File: src/rtl/rpn_lexer.sv
//------------------------------------------------------------------------------
// Module     : rpn_lexer
// Description: ASCII-to-RPN tokenizer. Turns received UART characters into
//              operand / operator / evaluate / clear / error tokens and hands
//              them to the RPN evaluator over a valid/ready handshake.
//              A one-byte input register and a two-entry token FIFO absorb
//              consumer stalls, because the byte stream cannot be held off.
// Revision   : 1.0 - initial release
//------------------------------------------------------------------------------
// Ports:
//   i_clk, i_rst            clock, synchronous active-high reset
//   i_rx_done, i_rx_data    received-character strobe and data
//   o_tok_valid/i_tok_ready token handshake (FIFO head)
//   o_tok_type, o_tok_value token type (0 NUM..7 ERROR) and value
//   o_overrun               one-cycle pulse when a received byte is dropped
//   o_tx_start, o_tx_data   echo request to the UART transmitter
//   i_tx_done               UART transmitter finished
// Build option:
//   RPN_LEXER_ECHO_EN       when defined, every captured byte is echoed
//------------------------------------------------------------------------------
`default_nettype none

module rpn_lexer #(
  parameter int DATA_BITS   = 8,
  parameter int VALUE_WIDTH = 32,
  parameter int MAX_DIGITS  = 9
) (
  input  logic                   i_clk,
  input  logic                   i_rst,
  input  logic                   i_rx_done,
  input  logic [DATA_BITS-1:0]   i_rx_data,
  output logic                   o_tok_valid,
  input  logic                   i_tok_ready,
  output logic [2:0]             o_tok_type,
  output logic [VALUE_WIDTH-1:0] o_tok_value,
  output logic                   o_overrun,
  output logic                   o_tx_start,
  output logic [DATA_BITS-1:0]   o_tx_data,
  input  logic                   i_tx_done
);

  localparam int CNT_W = $clog2(MAX_DIGITS + 1);

  localparam logic [2:0] TOK_NUM   = 3'd0;
  localparam logic [2:0] TOK_ADD   = 3'd1;
  localparam logic [2:0] TOK_SUB   = 3'd2;
  localparam logic [2:0] TOK_MUL   = 3'd3;
  localparam logic [2:0] TOK_DIV   = 3'd4;
  localparam logic [2:0] TOK_EVAL  = 3'd5;
  localparam logic [2:0] TOK_CLEAR = 3'd6;
  localparam logic [2:0] TOK_ERROR = 3'd7;

  typedef enum logic [0:0] {
    ST_IDLE = 1'b0,
    ST_NUM  = 1'b1
  } state_t;

  // Lexer state
  state_t                 state_q, state_d;
  logic [VALUE_WIDTH-1:0] acc_q, acc_d;
  logic [CNT_W-1:0]       cnt_q, cnt_d;
  logic                   ovf_q, ovf_d;

  // Input byte register
  logic [DATA_BITS-1:0]   byte_q, byte_d;
  logic                   byte_full_q, byte_full_d;
  logic                   overrun_q, overrun_d;

  // Token FIFO: entry 0 is always the head, entry 1 shifts down on pop
  logic [1:0]             fifo_cnt_q, fifo_cnt_d;
  logic [2:0]             e0_type_q, e0_type_d, e1_type_q, e1_type_d;
  logic [VALUE_WIDTH-1:0] e0_val_q, e0_val_d, e1_val_q, e1_val_d;

  logic                   pop;
  logic                   consume;
  logic                   capture;

  // Character classification
  function automatic logic is_char(input logic [DATA_BITS-1:0] b, input logic [7:0] c);
    return b == DATA_BITS'(c);
  endfunction

  always_comb begin
    logic                   is_digit;
    logic                   is_ws;
    logic                   is_op;
    logic                   is_clear;
    logic [2:0]             op_type;
    logic [2:0]             opnd_type;
    logic [VALUE_WIDTH-1:0] opnd_val;
    logic [2:0]             t0_type, t1_type;
    logic [VALUE_WIDTH-1:0] t0_val, t1_val;
    logic [1:0]             n_push;

    state_d     = state_q;
    acc_d       = acc_q;
    cnt_d       = cnt_q;
    ovf_d       = ovf_q;
    byte_d      = byte_q;
    byte_full_d = byte_full_q;
    overrun_d   = 1'b0;
    fifo_cnt_d  = fifo_cnt_q;
    e0_type_d   = e0_type_q;
    e0_val_d    = e0_val_q;
    e1_type_d   = e1_type_q;
    e1_val_d    = e1_val_q;
    capture     = 1'b0;

    is_digit = (byte_q >= DATA_BITS'(8'h30)) && (byte_q <= DATA_BITS'(8'h39));
    is_ws    = is_char(byte_q, 8'h20) || is_char(byte_q, 8'h09);
    is_clear = is_char(byte_q, 8'h63) || is_char(byte_q, 8'h43);
    is_op    = 1'b1;
    op_type  = TOK_EVAL;
    if      (is_char(byte_q, 8'h2B))                            op_type = TOK_ADD;
    else if (is_char(byte_q, 8'h2D))                            op_type = TOK_SUB;
    else if (is_char(byte_q, 8'h2A))                            op_type = TOK_MUL;
    else if (is_char(byte_q, 8'h2F))                            op_type = TOK_DIV;
    else if (is_char(byte_q, 8'h0D) || is_char(byte_q, 8'h0A)) op_type = TOK_EVAL;
    else                                                        is_op   = 1'b0;

    // Token for the operand in progress; an overflowed operand reports error 1
    opnd_type = ovf_q ? TOK_ERROR : TOK_NUM;
    opnd_val  = ovf_q ? VALUE_WIDTH'(1) : acc_q;

    pop = (fifo_cnt_q != 2'd0) && i_tok_ready;
    // A byte may emit two tokens, so it is only taken once the FIFO is
    // guaranteed empty after this edge's pop. Pushes therefore always land
    // in an empty FIFO, which keeps the write logic trivial.
    consume = byte_full_q && ((fifo_cnt_q == 2'd0) || ((fifo_cnt_q == 2'd1) && pop));

    if (pop) begin
      e0_type_d  = e1_type_q;
      e0_val_d   = e1_val_q;
      fifo_cnt_d = fifo_cnt_q - 2'd1;
    end

    t0_type = TOK_ERROR;
    t0_val  = VALUE_WIDTH'(2);
    t1_type = TOK_NUM;
    t1_val  = '0;
    n_push  = 2'd0;

    if (consume) begin
      byte_full_d = 1'b0;
      if (is_digit) begin
        state_d = ST_NUM;
        if (cnt_q == CNT_W'(MAX_DIGITS)) begin
          ovf_d = 1'b1;
        end else begin
          acc_d = (acc_q << 3) + (acc_q << 1) + VALUE_WIDTH'(byte_q[3:0]);
          cnt_d = cnt_q + CNT_W'(1);
        end
      end else begin
        state_d = ST_IDLE;
        acc_d   = '0;
        cnt_d   = '0;
        ovf_d   = 1'b0;
        if (is_ws) begin
          if (state_q == ST_NUM) begin
            t0_type = opnd_type;
            t0_val  = opnd_val;
            n_push  = 2'd1;
          end
        end else if (is_op) begin
          if (state_q == ST_NUM) begin
            t0_type = opnd_type;
            t0_val  = opnd_val;
            t1_type = op_type;
            n_push  = 2'd2;
          end else begin
            t0_type = op_type;
            t0_val  = '0;
            n_push  = 2'd1;
          end
        end else if (is_clear) begin
          t0_type = TOK_CLEAR;
          t0_val  = '0;
          n_push  = 2'd1;
        end else begin
          n_push  = 2'd1;
        end
      end
    end

    if (n_push != 2'd0) begin
      e0_type_d  = t0_type;
      e0_val_d   = t0_val;
      e1_type_d  = t1_type;
      e1_val_d   = t1_val;
      fifo_cnt_d = n_push;
    end

    // Capture: a still-occupied byte register drops the new byte
    if (i_rx_done) begin
      if (byte_full_q && !consume) begin
        overrun_d = 1'b1;
      end else begin
        byte_d      = i_rx_data;
        byte_full_d = 1'b1;
        capture     = 1'b1;
      end
    end
  end

  always_ff @(posedge i_clk) begin
    if (i_rst) begin
      state_q     <= ST_IDLE;
      acc_q       <= '0;
      cnt_q       <= '0;
      ovf_q       <= 1'b0;
      byte_q      <= '0;
      byte_full_q <= 1'b0;
      overrun_q   <= 1'b0;
      fifo_cnt_q  <= 2'd0;
      e0_type_q   <= TOK_NUM;
      e0_val_q    <= '0;
      e1_type_q   <= TOK_NUM;
      e1_val_q    <= '0;
    end else begin
      state_q     <= state_d;
      acc_q       <= acc_d;
      cnt_q       <= cnt_d;
      ovf_q       <= ovf_d;
      byte_q      <= byte_d;
      byte_full_q <= byte_full_d;
      overrun_q   <= overrun_d;
      fifo_cnt_q  <= fifo_cnt_d;
      e0_type_q   <= e0_type_d;
      e0_val_q    <= e0_val_d;
      e1_type_q   <= e1_type_d;
      e1_val_q    <= e1_val_d;
    end
  end

  assign o_tok_valid = (fifo_cnt_q != 2'd0);
  assign o_tok_type  = e0_type_q;
  assign o_tok_value = e0_val_q;
  assign o_overrun   = overrun_q;

`ifdef RPN_LEXER_ECHO_EN
  logic                 tx_start_q, tx_start_d;
  logic [DATA_BITS-1:0] tx_data_q, tx_data_d;
  logic                 busy_q, busy_d;

  // Bytes captured while the transmitter is busy are simply not echoed
  always_comb begin
    tx_start_d = 1'b0;
    tx_data_d  = tx_data_q;
    busy_d     = busy_q;
    if (i_tx_done) begin
      busy_d = 1'b0;
    end
    if (capture && !busy_q) begin
      tx_start_d = 1'b1;
      tx_data_d  = i_rx_data;
      busy_d     = 1'b1;
    end
  end

  always_ff @(posedge i_clk) begin
    if (i_rst) begin
      tx_start_q <= 1'b0;
      tx_data_q  <= '0;
      busy_q     <= 1'b0;
    end else begin
      tx_start_q <= tx_start_d;
      tx_data_q  <= tx_data_d;
      busy_q     <= busy_d;
    end
  end

  assign o_tx_start = tx_start_q;
  assign o_tx_data  = tx_data_q;
`else
  logic unused_tx;
  assign unused_tx  = i_tx_done | capture;
  assign o_tx_start = 1'b0;
  assign o_tx_data  = '0;
`endif

endmodule

`default_nettype wire

File: config.mk
export PLATFORM = sky130hd
export DESIGN_NAME = rpn_lexer
export DESIGN_NICKNAME = d
export VERILOG_FILES = /design/src/rtl/rpn_lexer.sv
export SDC_FILE = /design/constraint.sdc
export NUM_CORES = 1
export LEC_CHECK = 0
export ABC_AREA = 1
export CORE_MARGIN = 5
export CORE_UTILIZATION = 63
export CTS_BUF_LIST = sky130_fd_sc_hd__clkbuf_8
export DETAILED_ROUTE_END_ITERATION = 8
export PLACE_DENSITY = 0.91
export SLEW_MARGIN = 20
export SYNTH_ARGS = -nofsm -noshare
export SYNTH_HDL_FRONTEND = slang
export SYNTH_SLANG_ARGS = --single-unit
File: constraint.sdc
create_clock -name i_clk -period 3.55 [get_ports i_clk]
set_input_delay 1.065 -clock i_clk [delete_from_list [all_inputs] [get_ports i_clk]]
set_output_delay 1.065 -clock i_clk [all_outputs]
set_load 0.05 [all_outputs]
==> out/summary.txt, run 1 <==
run status = finished, final reports clean
kind of end point of the critical path = primary output
FF-to-FF path depth = 13
number of clock buffers inserted by TritonCTS = 9
number of diodes = 0
Hold Path Cell Cnt = 2
number of flip-flops and latches in the synthesized netlist = 88
overall power = 2.31 mW
pins over their slew limit = 0
first-pass GRT wire length = 26400 um
growth of design area from synthesis to finish = 9.61%
clock transition time at the flip-flop clock pins of the worst setup and hold paths = 110 ps
leakage = 3.45 nW
number of placed instances with taps included = 1140
antenna violations before repair = 0
detail-routed via count per cell = 5.44
fin area = 7090 sq um
overall overflow remaining after global route = 0
mean instance size in the synthesized netlist = 6.56 sq um
total vias in the final route = 6291
wire length reported by the detailed router = 15600 um
setup slack after placement = 451 ps
setup clock skew after layout = 18.2 ps
number of max-cap violations = 0
maximum number of pins on one net before global-route repair = 66
final weighted congestion in routability-driven placement = 0.956
distinct cell type count of the synthesized netlist = 40
Post-CTS Repair Setup Buffers = 0
Setup WS post-layout = 599 ps
share of the core filled with cells in the final layout = 0.696
Skew-Pair Late Insertion Delay = 380 ps
Max Clk Rate = 339 MHz
CTS H-tree lvls = 3
Net count, final = 1092
ratio of final minimum period to clock period = 0.831
DRC violation total after the first TritonRoute iteration = 423
detail-routed net length per standard cell = 13.5 um
TritonCTS clock tree = done
root buf cell = sky130_fd_sc_hd__clkbuf_8
pwr/cell area = 325 nW/um^2
post-synthesis sequential area ratio = 0.272
clock tree sinks = 88
post-synthesis cell count = 986
RSZ-0062 raised after global routing = no
Fin. Hold Viols = 0
drt drc = 0
number of instances resized during post-cts repair = 0
mapped cell area = 6470 sq um
Synth Warn # = 0
DIE WIDTH = 111 um
area of the core = 10200 sq um
cell area after placement = 6900 sq um
hold crit path type = flip-flop to flip-flop
Max IR drop VDD = 0.266 mV
starting density of the core = 0.635
number of iterations in the first detailed-routing pass = 5
biggest fanout along the worst timing path = 4
highest-count cells in the layout ignoring fill and taps = 275 x sky130_fd_sc_hd__nand2_1, 125 x sky130_fd_sc_hd__inv_1, 112 x sky130_fd_sc_hd__a21oi_1
most common cell after layout, fill and taps aside = sky130_fd_sc_hd__nand2_1
tightest slew margin relative to the limit = 0.357
number of buffers between clock root and the deepest sink = 2
critical path start-end classification = flip-flop to primary output
number of primary I/O pins = 59
tightest hold margin = 475 ps
Final HPWL DP = 11900 um
number of placement rows = 37
minimum clock period after layout = 2950 ps
chip height = 111 um
count of antenna-violating nets left after detailed routing = 0
Post-CTS Hold Fix Bufs = 0
transition time at the pin with the least slew margin = 963 ps
buffers added on ports = 48
number of global-route vias before repair = 5914
final setup TNS = 0 ps
Total GRT Usage = 0.251
Worst EP arrival = 1890 ps
area of the die = 12400 sq um
kind of start point of the critical path = flip-flop
Crit path required time = 2480 ps
share of cells above drive strength 1 = 0.0549
final-report setup violation count = 0
final cell count without fillers = 1156
sequential cells by signal (all words and copies together), names as in the netlist:
name / cells
o_overrun: 1
byte_q: 8
acc_q: 32
state_q: 1
e1_type_q: 3
byte_full_q: 1
ovf_q: 1
fifo_cnt_q: 2
o_tok_type: 3
cnt_q: 4
o_tok_value: 32
kinds of logic (layout without fill, tap and decap cells):
logic type,after synthesis,count (layout),share of synthesized area
compound gates,151,151,0.121
xor+xnor,2,2,0.00271
fa+ha+maj,64,64,0.126
buf+inv,177,203,0.121
flops,88,88,0.272
other cells,1,9,0.000580
simple gates,503,503,0.356
cells in the mapped netlist:
cell / count / area share
sky130_fd_sc_hd__a21o_1: 2 / 0.0023
sky130_fd_sc_hd__a21oi_1: 112 / 0.087
sky130_fd_sc_hd__a21oi_4: 1 / 0.0025
sky130_fd_sc_hd__and2_1: 2 / 0.0019
sky130_fd_sc_hd__buf_1: 1 / 0.00058
sky130_fd_sc_hd__buf_2: 3 / 0.0023
sky130_fd_sc_hd__buf_4: 12 / 0.014
sky130_fd_sc_hd__buf_6: 9 / 0.016
sky130_fd_sc_hd__clkbuf_1: 16 / 0.0093
sky130_fd_sc_hd__clkinv_4: 1 / 0.0014
sky130_fd_sc_hd__conb_1: 1 / 0.00058
sky130_fd_sc_hd__dfxtp_1: 88 / 0.27
sky130_fd_sc_hd__fa_1: 2 / 0.0062
sky130_fd_sc_hd__ha_1: 62 / 0.12
sky130_fd_sc_hd__inv_1: 125 / 0.073
sky130_fd_sc_hd__inv_2: 10 / 0.0058
sky130_fd_sc_hd__nand2_1: 275 / 0.16
sky130_fd_sc_hd__nand2_2: 5 / 0.0048
sky130_fd_sc_hd__nand2_4: 1 / 0.0017
sky130_fd_sc_hd__nand2_8: 1 / 0.0031
sky130_fd_sc_hd__nand3_1: 93 / 0.072
sky130_fd_sc_hd__nand3_2: 1 / 0.0015
sky130_fd_sc_hd__nand3_4: 1 / 0.0027
sky130_fd_sc_hd__nand3b_1: 9 / 0.010
sky130_fd_sc_hd__nand4_1: 33 / 0.032
sky130_fd_sc_hd__nor2_1: 58 / 0.034
sky130_fd_sc_hd__nor2_2: 1 / 0.00097
sky130_fd_sc_hd__nor2_4: 5 / 0.0087
sky130_fd_sc_hd__nor2_8: 2 / 0.0062
sky130_fd_sc_hd__nor3_1: 8 / 0.0062
sky130_fd_sc_hd__nor3_4: 1 / 0.0025
sky130_fd_sc_hd__nor3b_2: 1 / 0.0019
sky130_fd_sc_hd__nor4_1: 1 / 0.00097
sky130_fd_sc_hd__o211ai_1: 2 / 0.0023
sky130_fd_sc_hd__o21ai_0: 23 / 0.018
sky130_fd_sc_hd__o21ai_1: 8 / 0.0062
sky130_fd_sc_hd__o21bai_1: 2 / 0.0023
sky130_fd_sc_hd__o22ai_1: 1 / 0.00097
sky130_fd_sc_hd__or2_2: 5 / 0.0048
sky130_fd_sc_hd__xor2_1: 2 / 0.0027
critical path: stages (launching register included):
cell and delay (ps):
sky130_fd_sc_hd__dfxtp_1 390, sky130_fd_sc_hd__inv_1 60, sky130_fd_sc_hd__ha_1 210, sky130_fd_sc_hd__inv_1 50, sky130_fd_sc_hd__clkdlybuf4s50_1 790
where the power goes:
part | internal (mW) | total, mW | switching [mW] | leakage [nW]
Clock | 0.277 | 0.710 | 0.433 | 0.0973
Sequential | 1.03 | 1.07 | 0.0404 | 0.713
Combinational | 0.155 | 0.531 | 0.376 | 2.64
final cells by class:
class | instances | area (sq um)
flip-flops and latches | 88 | 1760
clock buffers | 9 | 124
multi-input cells | 729 | 3950
well taps | 136 | 170
inverters | 136 | 515
clock inverters | 7 | 70.1
fillers | 880 | 3090
repair buffers | 51 | 498
metal layers:
layer / vias up / routed length, um / GRT usage
met1: 2816 / 6910 / 0.307
met4: 0 / 312 / 0.0884
met2: 174 / 7620 / 0.445
li1: 3271 / - / -
met5: - / 0 / 0
met3: 30 / 795 / 0.0391
final timing paths:
kind,slack [ps],startpoint,to
worst max register to register,730,byte_q[3],acc_q[30]
worst min-delay path,470,e1_type_q[2],e1_type_q[2]
worst max-delay path,600,fifo_cnt_q[0],o_tok_valid
worst min register to register,470,e1_type_q[2],e1_type_q[2]
Note: power is estimated with default switching activity, not from simulation.
==> inputs of run 2 (changes only) <==
--- a/config.mk
+++ b/config.mk
@@ -7,10 +7,10 @@
 export LEC_CHECK = 0
 export ABC_AREA = 1
 export CORE_MARGIN = 5
-export CORE_UTILIZATION = 63
+export CORE_UTILIZATION = 60
 export CTS_BUF_LIST = sky130_fd_sc_hd__clkbuf_8
 export DETAILED_ROUTE_END_ITERATION = 8
-export PLACE_DENSITY = 0.91
+export PLACE_DENSITY = 0.88
 export SLEW_MARGIN = 20
 export SYNTH_ARGS = -nofsm -noshare
 export SYNTH_HDL_FRONTEND = slang
==> constraint.sdc (replaced) <==
create_clock -name i_clk -period 3 [get_ports i_clk]
set_input_delay 0.9 -clock i_clk [delete_from_list [all_inputs] [get_ports i_clk]]
set_output_delay 0.9 -clock i_clk [all_outputs]
set_load 0.05 [all_outputs]
==> run 2 against run 1 <==
Against the previous run:
- register-to-register slack worse by 500 ps
- non-clock buffer count up 5
- clock power up 19%
- combinational power increased by 22%
- clock skew is 5.3 ps lower
- flip-flop and latch count unchanged
- count of clock-buffer cells in the layout rose by 1
- critical path depth unchanged
- worst setup slack lost 380 ps
- critical endpoint unchanged
==> out/summary.txt, run 2 (synthesis gave the netlist of run 1 again) <==
most common cell after layout, fill and taps aside = sky130_fd_sc_hd__nand2_1 (unchanged)
final setup TNS = 0 ps (unchanged)
area of the core = 10700 sq um (was 10200 sq um)
DIE WIDTH = 114 um (was 111 um)
number of instances resized during post-cts repair = 0 (unchanged)
Post-CTS Repair Setup Buffers = 0 (unchanged)
area of the die = 13000 sq um (was 12400 sq um)
final-report setup violation count = 0 (unchanged)
Hold Path Cell Cnt = 2 (unchanged)
worst min-delay path endpoint = e1_type_q[2] (unchanged)
launching point of the worst reg2reg path = byte_q[3] (unchanged)
share of cells above drive strength 1 = 0.0586 (was 0.0549)
TritonCTS clock tree = done (unchanged)
minimum clock period after layout = 2780 ps
number of diodes = 0 (unchanged)
beginning of the worst hold path = e1_type_q[2] (unchanged)
Worst EP arrival = 1880 ps (was 1890 ps)
total vias in the final route = 6341 (was 6291)
RSZ-0062 raised after global routing = no (unchanged)
ratio of final minimum period to clock period = 0.926
Switching Fraction = 0.341 (was 0.368)
pins over their slew limit = 0 (unchanged)
share of the core filled with cells in the final layout = 0.669 (was 0.696)
Max Clk Rate = 360 MHz
CTS H-tree lvls = 3 (unchanged)
final weighted congestion in routability-driven placement = 0.963 (was 0.956)
chip height = 114 um (was 111 um)
run status = finished, final reports clean (unchanged)
number of buffers between clock root and the deepest sink = 2 (unchanged)
number of primary I/O pins = 59 (unchanged)
total internal power = 1.82 mW (was 1.46 mW)
number of clock buffers inserted by TritonCTS = 9 (unchanged)
number of global-route vias before repair = 5730 (was 5914)
tightest slew margin relative to the limit = 0.359 (was 0.357)
first-pass GRT wire length = 26500 um (was 26400 um)
FF-to-FF path depth = 13 (unchanged)
maximum number of pins on one net before global-route repair = 66 (unchanged)
Total GRT Usage = 0.249 (was 0.251)
power dissipated by switching net loads = 0.938 mW (was 0.849 mW)
Post-CTS Hold Fix Bufs = 0 (unchanged)
detail-routed via count per cell = 5.45 (was 5.44)
kind of start point of the critical path = flip-flop (unchanged)
root buf cell = sky130_fd_sc_hd__clkbuf_8 (unchanged)
drt drc = 0 (unchanged)
number of max-cap violations = 0 (unchanged)
setup clock skew after layout = 12.9 ps (was 18.2 ps)
pwr/cell area = 385 nW/um^2 (was 325 nW/um^2)
Net count, final = 1097 (was 1092)
clock tree sinks = 88 (unchanged)
number of iterations in the first detailed-routing pass = 5 (unchanged)
clock group share of total power = 0.306 (was 0.308)
biggest fanout along the worst timing path = 4 (unchanged)
growth of design area from synthesis to finish = 10.7% (was 9.61%)
Skew-Pair Late Insertion Delay = 370 ps (was 380 ps)
kind of end point of the critical path = primary output (unchanged)
clock transition time at the flip-flop clock pins of the worst setup and hold paths = 90 ps (was 110 ps)
Fin. Hold Viols = 0 (unchanged)
R2R setup slack = 230 ps (was 730 ps)
hold crit path type = flip-flop to flip-flop (unchanged)
number of placement rows = 38 (was 37)
wire length reported by the detailed router = 15500 um (was 15600 um)
Combinational Power Share = 0.236 (was 0.230)
proportion of power drawn by flip-flops and latches = 0.458 (was 0.462)
overall overflow remaining after global route = 0 (unchanged)
buffers added on ports = 48 (unchanged)
critical path start-end classification = flip-flop to primary output (unchanged)
DRC violation total after the first TritonRoute iteration = 387 (was 423)
leakage = 3.47 nW (was 3.45 nW)
Final HPWL DP = 11900 um (about the same)
Crit path required time = 2100 ps (was 2480 ps)
detail-routed net length per standard cell = 13.3 um (was 13.5 um)
R2R Path End = acc_q[22] (was acc_q[30])
starting density of the core = 0.605 (was 0.635)
highest-count cells in the layout ignoring fill and taps = 275 x sky130_fd_sc_hd__nand2_1, 125 x sky130_fd_sc_hd__inv_1, 112 x sky130_fd_sc_hd__a21oi_1 (unchanged)
transition time at the pin with the least slew margin = 960 ps (was 963 ps)
Max IR drop VDD = 0.378 mV (was 0.266 mV)
antenna violations before repair = 0 (unchanged)
count of antenna-violating nets left after detailed routing = 0 (unchanged)
run 2: cell count changes in the layout (fill, tap and decap cells not counted), moves of 2 or more:
cell                         change
sky130_fd_sc_hd__inv_8           -4
sky130_fd_sc_hd__buf_12          +2
sky130_fd_sc_hd__buf_4           +3
sky130_fd_sc_hd__clkinvlp_4      +2
sky130_fd_sc_hd__clkinv_4        -2
run 2: worst max-delay path by stage:
stage,from,endpoint,slack [ps],depth (start not counted)
final,fifo_cnt_q[0],o_tok_valid,220,4
after CTS,fifo_cnt_q[0],o_tok_valid,200,4
after global placement,byte_q[3],acc_q[22],330,12
after global routing,byte_q[3],acc_q[30],90,13
after detailed placement,byte_q[3],acc_q[22],270,12
after floorplan,byte_q[3],acc_q[8],640,11
run 2: power by group through the flow:
| stage | Clock, mW | Combinational, mW | Sequential, mW |
|---|---|---|---|
| floorplan | 0 | 0.491 | 1.32 |
| global placement | 0 | 0.633 | 1.28 |
| detailed placement | 0 | 0.644 | 1.29 |
| CTS | 0.857 | 0.648 | 1.26 |
| global route | 0.918 | 0.718 | 1.27 |
| finish | 0.842 | 0.650 | 1.26 |
run 2: layout make-up:
cell class | count | area (sq um)
multi-input combinational | 729 | 3950
fill | 975 | 3540
sequential | 88 | 1760
timing repair buffer | 56 | 561
inverter | 136 | 515
tap | 140 | 175
clock buffer | 10 | 138
clock inverter | 5 | 57.6
run 2: per-stage QoR:
step	instances	power, mW	setup WS, ps	cell area (sq um)	hold slack, ps
after floorplan	994	1.81	635	6500	439
after global placement	1149	1.92	326	6960	451
after detailed placement	1149	1.93	271	6960	456
after CTS	1164	2.77	202	7160	470
after global routing	1164	2.91	89.6	7160	500
final	1164	2.75	223	7160	471
run 2: routing by layer:
metal  global-route usage  wire length, um
met1                0.320             6860
met2                0.413             7210
met3               0.0472              928
met4               0.0974              472
met5                    0                0
run 2: worst max-delay path: stages (launching register included):
cell and delay [ps]:
sky130_fd_sc_hd__dfxtp_1 390, sky130_fd_sc_hd__inv_1 60, sky130_fd_sc_hd__ha_1 220, sky130_fd_sc_hd__inv_1 50, sky130_fd_sc_hd__clkdlybuf4s50_1 790
==> inputs of run 3 (changes only) <==
--- a/config.mk
+++ b/config.mk
@@ -5,12 +5,14 @@
 export SDC_FILE = /design/constraint.sdc
 export NUM_CORES = 1
 export LEC_CHECK = 0
-export ABC_AREA = 1
+export ABC_AREA = 0
+export CELL_PAD_IN_SITES_DETAIL_PLACEMENT = 0
+export CELL_PAD_IN_SITES_GLOBAL_PLACEMENT = 1
 export CORE_MARGIN = 5
-export CORE_UTILIZATION = 60
+export CORE_UTILIZATION = 44
 export CTS_BUF_LIST = sky130_fd_sc_hd__clkbuf_8
 export DETAILED_ROUTE_END_ITERATION = 8
-export PLACE_DENSITY = 0.88
+export PLACE_DENSITY = 0.87
 export SLEW_MARGIN = 20
 export SYNTH_ARGS = -nofsm -noshare
 export SYNTH_HDL_FRONTEND = slang
==> run 3 against run 2 <==
Against the previous run:
- utilization shrank 13 points
- sequential share of layout area grew 3.0 points
- combinational power shrank 18%
- wire length shrank 20%
- critical endpoint is now acc_q[14]
==> out/summary.txt, run 3 <==
Worst EP arrival = 3150 ps (was 1880 ps)
hold crit path type = flip-flop to flip-flop (unchanged)
worst min-delay path endpoint = o_tok_type[2] (was e1_type_q[2])
Hold Path Cell Cnt = 2 (unchanged)
maximum number of pins on one net before global-route repair = 60 (was 66)
count of antenna-violating nets left after detailed routing = 0 (unchanged)
cell area after placement = 6050 sq um (was 6960 sq um)
pwr/cell area = 418 nW/um^2 (was 385 nW/um^2)
routed length on met1 = 5720 um (was 6860 um)
ratio of final minimum period to clock period = 0.957 (was 0.926)
final weighted congestion in routability-driven placement = 0.909 (was 0.963)
highest-count cells in the layout ignoring fill and taps = 86 x sky130_fd_sc_hd__dfxtp_1, 80 x sky130_fd_sc_hd__nor2_1, 60 x sky130_fd_sc_hd__ha_1 (was 275 x sky130_fd_sc_hd__nand2_1, 125 x sky130_fd_sc_hd__inv_1, 112 x sky130_fd_sc_hd__a21oi_1)
number of global-route vias before repair = 4565 (was 5730)
leading post-synthesis cells by cell area = sky130_fd_sc_hd__dfxtp_1 33%, sky130_fd_sc_hd__ha_1 15%, sky130_fd_sc_hd__a22oi_1 5.8%, sky130_fd_sc_hd__nor2_1 5.8%, sky130_fd_sc_hd__a21oi_1 3.7% (was sky130_fd_sc_hd__dfxtp_1 27%, sky130_fd_sc_hd__nand2_1 16%, sky130_fd_sc_hd__ha_1 12%, sky130_fd_sc_hd__a21oi_1 8.7%, sky130_fd_sc_hd__inv_1 7.3%)
area of the core = 11900 sq um (was 10700 sq um)
first-pass GRT wire length = 21400 um (was 26500 um)
final cell count without fillers = 841 (was 1164)
R2R Path End = acc_q[14] (was acc_q[22])
distinct cell type count of the synthesized netlist = 63 (was 40)
xor and xnor area share after synthesis = 0.0512 (was 0.00271)
Net count, final = 766 (was 1097)
number of iterations in the first detailed-routing pass = 4 (was 5)
final-layout fill cell count = 1123 (was 975)
final setup TNS = 0 ps (unchanged)
Fin. Hold Viols = 0 (unchanged)
area of the die = 14300 sq um (was 13000 sq um)
beginning of the worst hold path = o_tok_type[2] (was e1_type_q[2])
Synth Warn # = 0 (unchanged)
top cells by instance count after synthesis = 88 x sky130_fd_sc_hd__dfxtp_1, 82 x sky130_fd_sc_hd__nor2_1, 62 x sky130_fd_sc_hd__ha_1 (was 275 x sky130_fd_sc_hd__nand2_1, 125 x sky130_fd_sc_hd__inv_1, 112 x sky130_fd_sc_hd__a21oi_1)
CTS H-tree lvls = 3 (unchanged)
FF-to-FF path depth = 13 (unchanged)
Skew-Pair Late Insertion Delay = 390 ps (was 370 ps)
R2R setup slack = 130 ps (was 230 ps)
minimum clock period after layout = 2870 ps (was 2780 ps)
DRC violation total after the first TritonRoute iteration = 294 (was 387)
pins over their slew limit = 0 (unchanged)
wire length reported by the detailed router = 12400 um (was 15500 um)
number of placement rows = 40 (was 38)
growth of design area from synthesis to finish = 20.4% (was 10.7%)
most common cell after layout, fill and taps aside = sky130_fd_sc_hd__dfxtp_1 (was sky130_fd_sc_hd__nand2_1)
antenna violations before repair = 0 (unchanged)
most common cell in the netlist = sky130_fd_sc_hd__dfxtp_1 (was sky130_fd_sc_hd__nand2_1)
mean instance size in the synthesized netlist = 8.47 sq um (was 6.56 sq um)
biggest fanout along the worst timing path = 4 (unchanged)
chip height = 120 um (was 114 um)
final-report setup violation count = 0 (unchanged)
DIE WIDTH = 120 um (was 114 um)
transition time at the pin with the least slew margin = 588 ps (was 960 ps)
Final HPWL DP = 9350 um (was 11900 um)
post-synthesis simple-gate area fraction = 0.165 (was 0.356)
TritonCTS clock tree = done (unchanged)
detail-routed via count per cell = 5.43 (was 5.45)
top-area cell type share of the netlist area = 0.332 (was 0.272)
overall power = 2.67 mW (was 2.75 mW)
number of synthesized flops with an enable pin = 0 (unchanged)
number of max-cap violations = 0 (unchanged)
cell taking the most area after synthesis = sky130_fd_sc_hd__dfxtp_1 (unchanged)
Total GRT Usage = 0.180 (was 0.249)
share of cells above drive strength 1 = 0.118 (was 0.0586)
kind of start point of the critical path = flip-flop (unchanged)
fin area = 6390 sq um (was 7160 sq um)
most used flip-flop cell after synthesis = sky130_fd_sc_hd__dfxtp_1 (unchanged)
overall overflow remaining after global route = 0 (unchanged)
setup clock skew after layout = 12.6 ps (was 12.9 ps)
Crit path required time = 3280 ps (was 2100 ps)
RSZ-0062 raised after global routing = yes (was no)
compound-cell area share of the yosys netlist = 0.224 (was 0.121)
root buf cell = sky130_fd_sc_hd__clkbuf_8 (unchanged)
Max Clk Rate = 348 MHz (was 360 MHz)
run status = finished, final reports clean (unchanged)
number of placed instances with taps included = 822 (was 1149)
mapped cell area = 5300 sq um (was 6470 sq um)
footprint of the multi-input gates = 3390 sq um (was 3950 sq um)
kind of end point of the critical path = flip-flop (was primary output)
starting density of the core = 0.445 (was 0.605)
Sequential Area = 1760 sq um (about the same)
buffers added on ports = 48 (unchanged)
detail-routed net length per standard cell = 14.8 um (was 13.3 um)
length of routed met3 wiring = 442 um (was 928 um)
post-synthesis sequential area ratio = 0.332 (was 0.272)
launching point of the worst reg2reg path = acc_q[2] (was byte_q[3])
number of buffers between clock root and the deepest sink = 2 (unchanged)
chain of cells forming the critical path = inv_2 > fa_1 > inv_2 > fa_2 > a21o_1 > a221oi_2 > buf_4 > o221ai_2 > a21oi_4 > buf_4 > buf_4 > xor2_1 > o21ai_1 (was inv_1 > ha_1 > inv_1 > clkdlybuf4s50_1)
standard cell with the maximum stage delay on the critical path = sky130_fd_sc_hd__fa_1 (was sky130_fd_sc_hd__clkdlybuf4s50_1)
highest metal layer with signal wires = met4 (unchanged)
share of the core filled with cells in the final layout = 0.536 (was 0.669)
routed length on met2 = 5920 um (was 7210 um)
clock transition time at the flip-flop clock pins of the worst setup and hold paths = 90 ps (about the same)
async set-or-reset flop fraction in the synthesized netlist = 0 (unchanged)
largest family of logic cells by synthesized area = compound AO/OA/AOI/OAI gates (was simple AND/OR/NAND/NOR gates)
Max IR drop VDD = 0.244 mV (was 0.378 mV)
number of flip-flops and latches in the synthesized netlist = 88 (unchanged)
crit-path most repeated cell = sky130_fd_sc_hd__buf_4 (was sky130_fd_sc_hd__inv_1)
synthesized-area fraction occupied by adder cells = 0.154 (was 0.126)
drt drc = 0 (unchanged)
number of clock buffers inserted by TritonCTS = 9 (unchanged)
post-synthesis cell count = 626 (was 986)
mux share of post-synthesis cell area = 0.0189 (was 0)
tightest slew margin relative to the limit = 0.608 (was 0.359)
Max stage delay on crit path = 540 ps (was 790 ps)
critical path start-end classification = flip-flop to flip-flop (was flip-flop to primary output)
clock tree sinks = 88 (unchanged)
number of primary I/O pins = 59 (unchanged)
leakage = 2.77 nW (was 3.47 nW)
total vias in the final route = 4569 (was 6341)
number of diodes = 0 (unchanged)
[run 3: kinds of logic after synthesis]
logic type | count (synthesis)
simple gates | 193
compound gates | 178
flops | 88
fa+ha+maj | 64
buf+inv | 61
xor+xnor | 31
mux | 10
other cells | 1
[run 3: timing repair]
item	CTS	global route
gates resized for setup	3	31
setup endpoints to repair	5	18
pin swaps	2	23
buffers inserted	1	2
hold buffers	0	0
[run 3: how the worst max path moves through the flow]
stage | start | slack [ps] | end
4_1_cts | acc_q[0] | 2 | acc_q[17]
2_1_floorplan | acc_q[0] | 40 | acc_q[28]
3_3_place_gp | acc_q[0] | -30 | acc_q[26]
3_5_place_dp | acc_q[0] | -60 | acc_q[26]
5_1_grt | acc_q[2] | -20 | acc_q[24]
6_report | acc_q[2] | 130 | acc_q[14]
[run 3: power by group]
group | switching, mW | internal [mW] | leakage [nW]
logic | 0.348 | 0.183 | 1.94
registers | 0.0289 | 1.20 | 0.713
clock network | 0.446 | 0.463 | 0.114
total | 0.823 | 1.85 | 2.77
[run 3: worst max-delay path, delay by kind of cell, from the launching register on]
family / cells / cell delay (ps)
fa+ha+maj: 2 / 890
compound gates: 5 / 890
flops: 1 / 340
buf+inv: 5 / 490
xor+xnor: 1 / 170
[run 3: area by class of cell]
cell class | instances | area share
Clock buffer | 9 | 0.0194
Clock inverter | 7 | 0.0137
Inverter | 22 | 0.0129
Multi-Input combinational cell | 485 | 0.531
Sequential cell | 88 | 0.276
Tap cell | 147 | 0.0288
Timing Repair Buffer | 83 | 0.118
[run 3: metal layers]
layer	track usage	up-vias
li1	-	2348
met1	0.228	2124
met2	0.298	74
met3	0.0339	23
met4	0.0795	0
met5	0	-
[run 3: through the flow]
| stage | setup slack (ps) | hold slack (ps) |
|---|---|---|
| floorplan | 37.4 | 443 |
| global placement | -31.3 | 442 |
| detailed placement | -58.4 | 456 |
| CTS | 2.50 | 466 |
| global route | -21.8 | 486 |
| finish | 128 | 459 |
